### src/rtl/iob_axi_crossbar_arb.sv
// Registered request/grant arbiter for the AXI crossbar address and return channels.
// Grants one requester at a time. A grant is held while it is in use, and
// round-robin masking keeps the arbitration fair.
module iob_axi_crossbar_arb #(
    parameter int unsigned PORTS             = 4,
    parameter int unsigned ARB_ROUND_ROBIN   = 1,
    parameter int unsigned ARB_BLOCK         = 1,
    parameter int unsigned ARB_BLOCK_ACK     = 1,
    parameter int unsigned LSB_HIGH_PRIORITY = 0
) (
    input  logic                       clk,
    input  logic                       rst,
    input  logic [PORTS-1:0]           request,
    input  logic [PORTS-1:0]           acknowledge,
    output logic [PORTS-1:0]           grant,
    output logic                       grant_valid,
    output logic [$clog2(PORTS)-1:0]   grant_encoded
);

    localparam int unsigned IDX_W = $clog2(PORTS);

    logic [PORTS-1:0] grant_reg, grant_next;
    logic             grant_valid_reg, grant_valid_next;
    logic [IDX_W-1:0] grant_encoded_reg, grant_encoded_next;
    logic [PORTS-1:0] mask_reg, mask_next;

    logic [PORTS-1:0] req_masked;
    logic [PORTS-1:0] pick_src;
    logic [IDX_W-1:0] pick;
    logic             hold;

    // Priority encoder: the winning index of v in the configured priority direction.
    function automatic logic [IDX_W-1:0] pick_idx(input logic [PORTS-1:0] v);
        logic [IDX_W-1:0] idx;
        idx = '0;
        if (LSB_HIGH_PRIORITY != 0) begin
            for (int i = PORTS - 1; i >= 0; i--) begin
                if (v[i]) idx = IDX_W'(i);
            end
        end else begin
            for (int i = 0; i < PORTS; i++) begin
                if (v[i]) idx = IDX_W'(i);
            end
        end
        return idx;
    endfunction

    // Next-state logic: either keep the current grant or arbitrate again.
    always_comb begin
        grant_next         = grant_reg;
        grant_valid_next   = grant_valid_reg;
        grant_encoded_next = grant_encoded_reg;
        mask_next          = mask_reg;

        req_masked = request & mask_reg;
        pick_src   = ((ARB_ROUND_ROBIN != 0) && (req_masked != '0)) ? req_masked : request;
        pick       = pick_idx(pick_src);

        hold = 1'b0;
        if (ARB_BLOCK != 0) begin
            if (ARB_BLOCK_ACK != 0)
                hold = grant_valid_reg && ((grant_reg & acknowledge) == '0);
            else
                hold = (grant_reg & request) != '0;
        end

        if (!hold) begin
            if (request != '0) begin
                grant_next         = PORTS'(1) << pick;
                grant_valid_next   = 1'b1;
                grant_encoded_next = pick;
                if (LSB_HIGH_PRIORITY != 0)
                    mask_next = {PORTS{1'b1}} << (int'(pick) + 1);
                else
                    mask_next = {PORTS{1'b1}} >> (int'(PORTS) - int'(pick));
            end else begin
                grant_next         = '0;
                grant_valid_next   = 1'b0;
                grant_encoded_next = '0;
            end
        end
    end

    // State registers. The asynchronous reset clears the grant and the mask history.
    always_ff @(posedge clk or posedge rst) begin
        if (rst) begin
            grant_reg         <= '0;
            grant_valid_reg   <= 1'b0;
            grant_encoded_reg <= '0;
            mask_reg          <= '0;
        end else begin
            grant_reg         <= grant_next;
            grant_valid_reg   <= grant_valid_next;
            grant_encoded_reg <= grant_encoded_next;
            mask_reg          <= mask_next;
        end
    end

    assign grant         = grant_reg;
    assign grant_valid   = grant_valid_reg;
    assign grant_encoded = grant_encoded_reg;

endmodule

### config.mk
export PLATFORM = sky130hd
export DESIGN_NAME = iob_axi_crossbar_arb
export DESIGN_NICKNAME = d
export VERILOG_FILES = /design/src/rtl/iob_axi_crossbar_arb.sv
export SDC_FILE = /design/constraint.sdc
export NUM_CORES = 1
export LEC_CHECK = 0
export CAP_MARGIN = 20
export CORE_AREA = 2 2 39 41
export DETAILED_ROUTE_END_ITERATION = 16
export DIE_AREA = 0 0 41 43
export DONT_BUFFER_PORTS = 1
export PLACE_DENSITY = 0.64
export SYNTH_ARGS = -nofsm -noshare
export SYNTH_HDL_FRONTEND = slang
export SYNTH_SLANG_ARGS = --single-unit
export TNS_END_PERCENT = 100
### constraint.sdc
create_clock -name clk -period 2 [get_ports clk]
set_clock_uncertainty 0.1 [all_clocks]
set_input_delay 0.6 -clock clk [delete_from_list [all_inputs] [get_ports clk]]
set_output_delay 0.6 -clock clk [all_outputs]
set_load 0.02 [all_outputs]
==> metrics.cfg <==
[outcome]
status = finished, final reports clean

[timing]
slew_viol_final = 0
fmax_mhz = 545
worstMarginPinSlew_ns = 0.416
finalSetupViolCount = 0
setup_tns_ns = 0
fin_crit_ns = 1.83
finalCritPeriodShare_pct = 91.7
fin_ws_ns = 0.167
rsz0062_at_grt = no
max_slew_margin_pct = 72.2
hold_viol = 0
hold_slack_ns = 0.0979

[power_and_ir_drop]
seqPwrFrac_pct = 50.4
swShare_pct = 43.1
power_leakage_nw = 0.247
p_clk_share_pct = 17.2
p_sw_w = 0.000390
comb_power_share_pct = 32.4
p_int_w = 0.000516
cellPowerDensity_nw_per_um2 = 1530
ir_drop_v = 0.000494

[layout]
drive_gt1_share_pct = 14.8
fin_area_um2 = 592
nFillCells = 129
antennaDiodeCount = 0
layout_commonest_cell = dfrtp_1
utilization_pct = 42.8
layout_common_cells = 11 x dfrtp_1, 9 x o21ai_0, 6 x nand2_1, 3 x a222oi_1, 3 x clkbuf_4
syn_to_final_growth_pct = 6.53
nNetsFinal = 65

[clock_network]
postCtsHoldBufs = 0
cts_tree = yes
htreeDepth = 1
cts_max_path_buffers = 2
insertion_delay_ns = 0.27
clkSinkCount = 11
cts.clk_slew.worst_paths_ns = 0.08
cts_setup_buffers = 0
cts_made_buffers = 3
cts_resized = 0
clockRootBuffer = clkbuf_4

[floorplanning]
dieArea_um2 = 1760
dieWidth_um = 41
core_area_um2 = 1380
io_pins = 17
rows = 14
die_h_um = 43
initial_utilization_pct = 40.1

[global_route]
grt_pass1_vias = 409
grt_max_degree = 12
gr-total-overflow = 0
grt_pass1_wl_mm = 1.68
grt_antenna_before_repair = 0
grt.total_usage_pct = 14.9

[place]
place_hpwl_um = 842
place_ws_ns = 0.0808
dpl_cell_area_um2 = 564
port_buffers = 0
gp_congestion = 0.733

[setup_path]
start_kind = register
required_ns = 2.05
setup.worst_path.end_class = register
cp_max_fo = 9
path_class = register to register
cp.arrival_ns = 1.88

[hold_path]
hp-class = primary input to asynchronous set/reset pin

[synthesis]
yosys.area_share.simple_pct = 16.0
synthAdderAreaFrac_pct = 0
synth_top_cell_by_area = dfrtp_1
syn_inst = 51
synth.avg_cell_area_um2 = 10.9
ys_seq_elements = 11
synth_compound_area_share_pct = 31.1
syn-cell-area_um2 = 556
synth_top_area_share_pct = 49.5
seq_area_frac_synth_pct = 49.5
synth_top_family_by_area = compound AO/OA/AOI/OAI gates
syn-num-nets = 61
yosysWarnings = 0
synth.distinct_cells = 22
synthTopCellsByArea = dfrtp_1 50%, o21ai_0 8.1%, a222oi_1 5.4%
synth.area.mux_share_pct = 0
synthXorXnorAreaFrac_pct = 0

[drt]
ant_nets = 0
first_pass_iters = 4
wl_per_cell_um = 16.3
detail_route.drc_violations = 0
vias_per_cell = 6.39
vias = 447
first_iter_violations = 22
routed_wl_mm = 1.14

[flow_run]
max-cap-violations = 0

-- metrics by stage --
step / instances / total power, W
after floorplan: 51 / 0.000712
after detailed placement: 66 / 0.000755
after global routing: 70 / 0.000971
after CTS: 70 / 0.000911
after global placement: 66 / 0.000751
final: 70 / 0.000907
-- metal layers --
layer	global-route usage (%)	vias up	share of wire (%)
li1	-	206	-
met1	15.9	220	42
met2	22.5	21	50
met3	6.28	0	7.4
met4	10.0	0	0
met5	0	-	0
-- power by group through the flow --
stage	logic (W)	registers [W]	clock network, W
after global routing	0.000330	0.000470	0.000171
final	0.000294	0.000457	0.000156
after global placement	0.000290	0.000460	0
after floorplan	0.000277	0.000435	0
after detailed placement	0.000294	0.000461	0
after CTS	0.000293	0.000457	0.000160
-- synthesized netlist by cell type --
library cell,number
buf_6,1
nor3_2,1
nand3_2,1
a31oi_2,1
o21bai_1,1
nor4_4,1
and3_1,1
inv_1,2
a21oi_1,1
o22a_1,1
o21ai_0,9
nand2_1,6
nor2b_1,2
a222oi_1,3
nand2b_1,1
a22oi_1,1
a21boi_0,1
a21o_1,1
a221oi_1,1
o21a_1,2
dfrtp_1,11
a22o_1,2
-- layout make-up --
class                           instances  area (um^2)  area share, %
Clock inverter                          1         5.00          0.846
Sequential cell                        11          275           46.5
Multi-Input combinational cell         37          262           44.2
Tap cell                               16         20.0           3.38
Inverter                                2         7.51           1.27
Clock buffer                            3         22.5           3.81
-- path summary, 6_finish.rpt --
kind,endpoint,depth (start not counted),slack [ns],start
setup / recovery,mask_reg[2]$_DFFE_PP0P_,4,0.17,grant[1]$_DFFE_PP0N_
hold / removal,mask_reg[1]$_DFFE_PP0P_,1,0.1,rst
setup reg to reg,mask_reg[2]$_DFFE_PP0P_,4,0.17,grant[1]$_DFFE_PP0N_
hold reg to reg,mask_reg[1]$_DFFE_PP0P_,1,0.50,mask_reg[1]$_DFFE_PP0P_
max in group asynchronous,mask_reg[2]$_DFFE_PP0P_,1,1.41,rst
min in group clk,grant_valid$_DFFE_PP0N_,2,0.35,request[0]
-- logic make-up after synthesis --
| logic type | count (synthesis) |
|---|---|
| AO/OA/AOI/OAI | 24 |
| buffers and inverters | 3 |
| flip-flops | 11 |
| AND/OR/NAND/NOR | 13 |
-- worst max-delay path, cell delays in order (launching register included) --
cell      delay (ns)
dfrtp_1         0.48
a222oi_1        0.45
and3_1          0.42
nor3_2          0.09
o21bai_1        0.16
No activity file was read; power rests on OpenSTA's default activity.
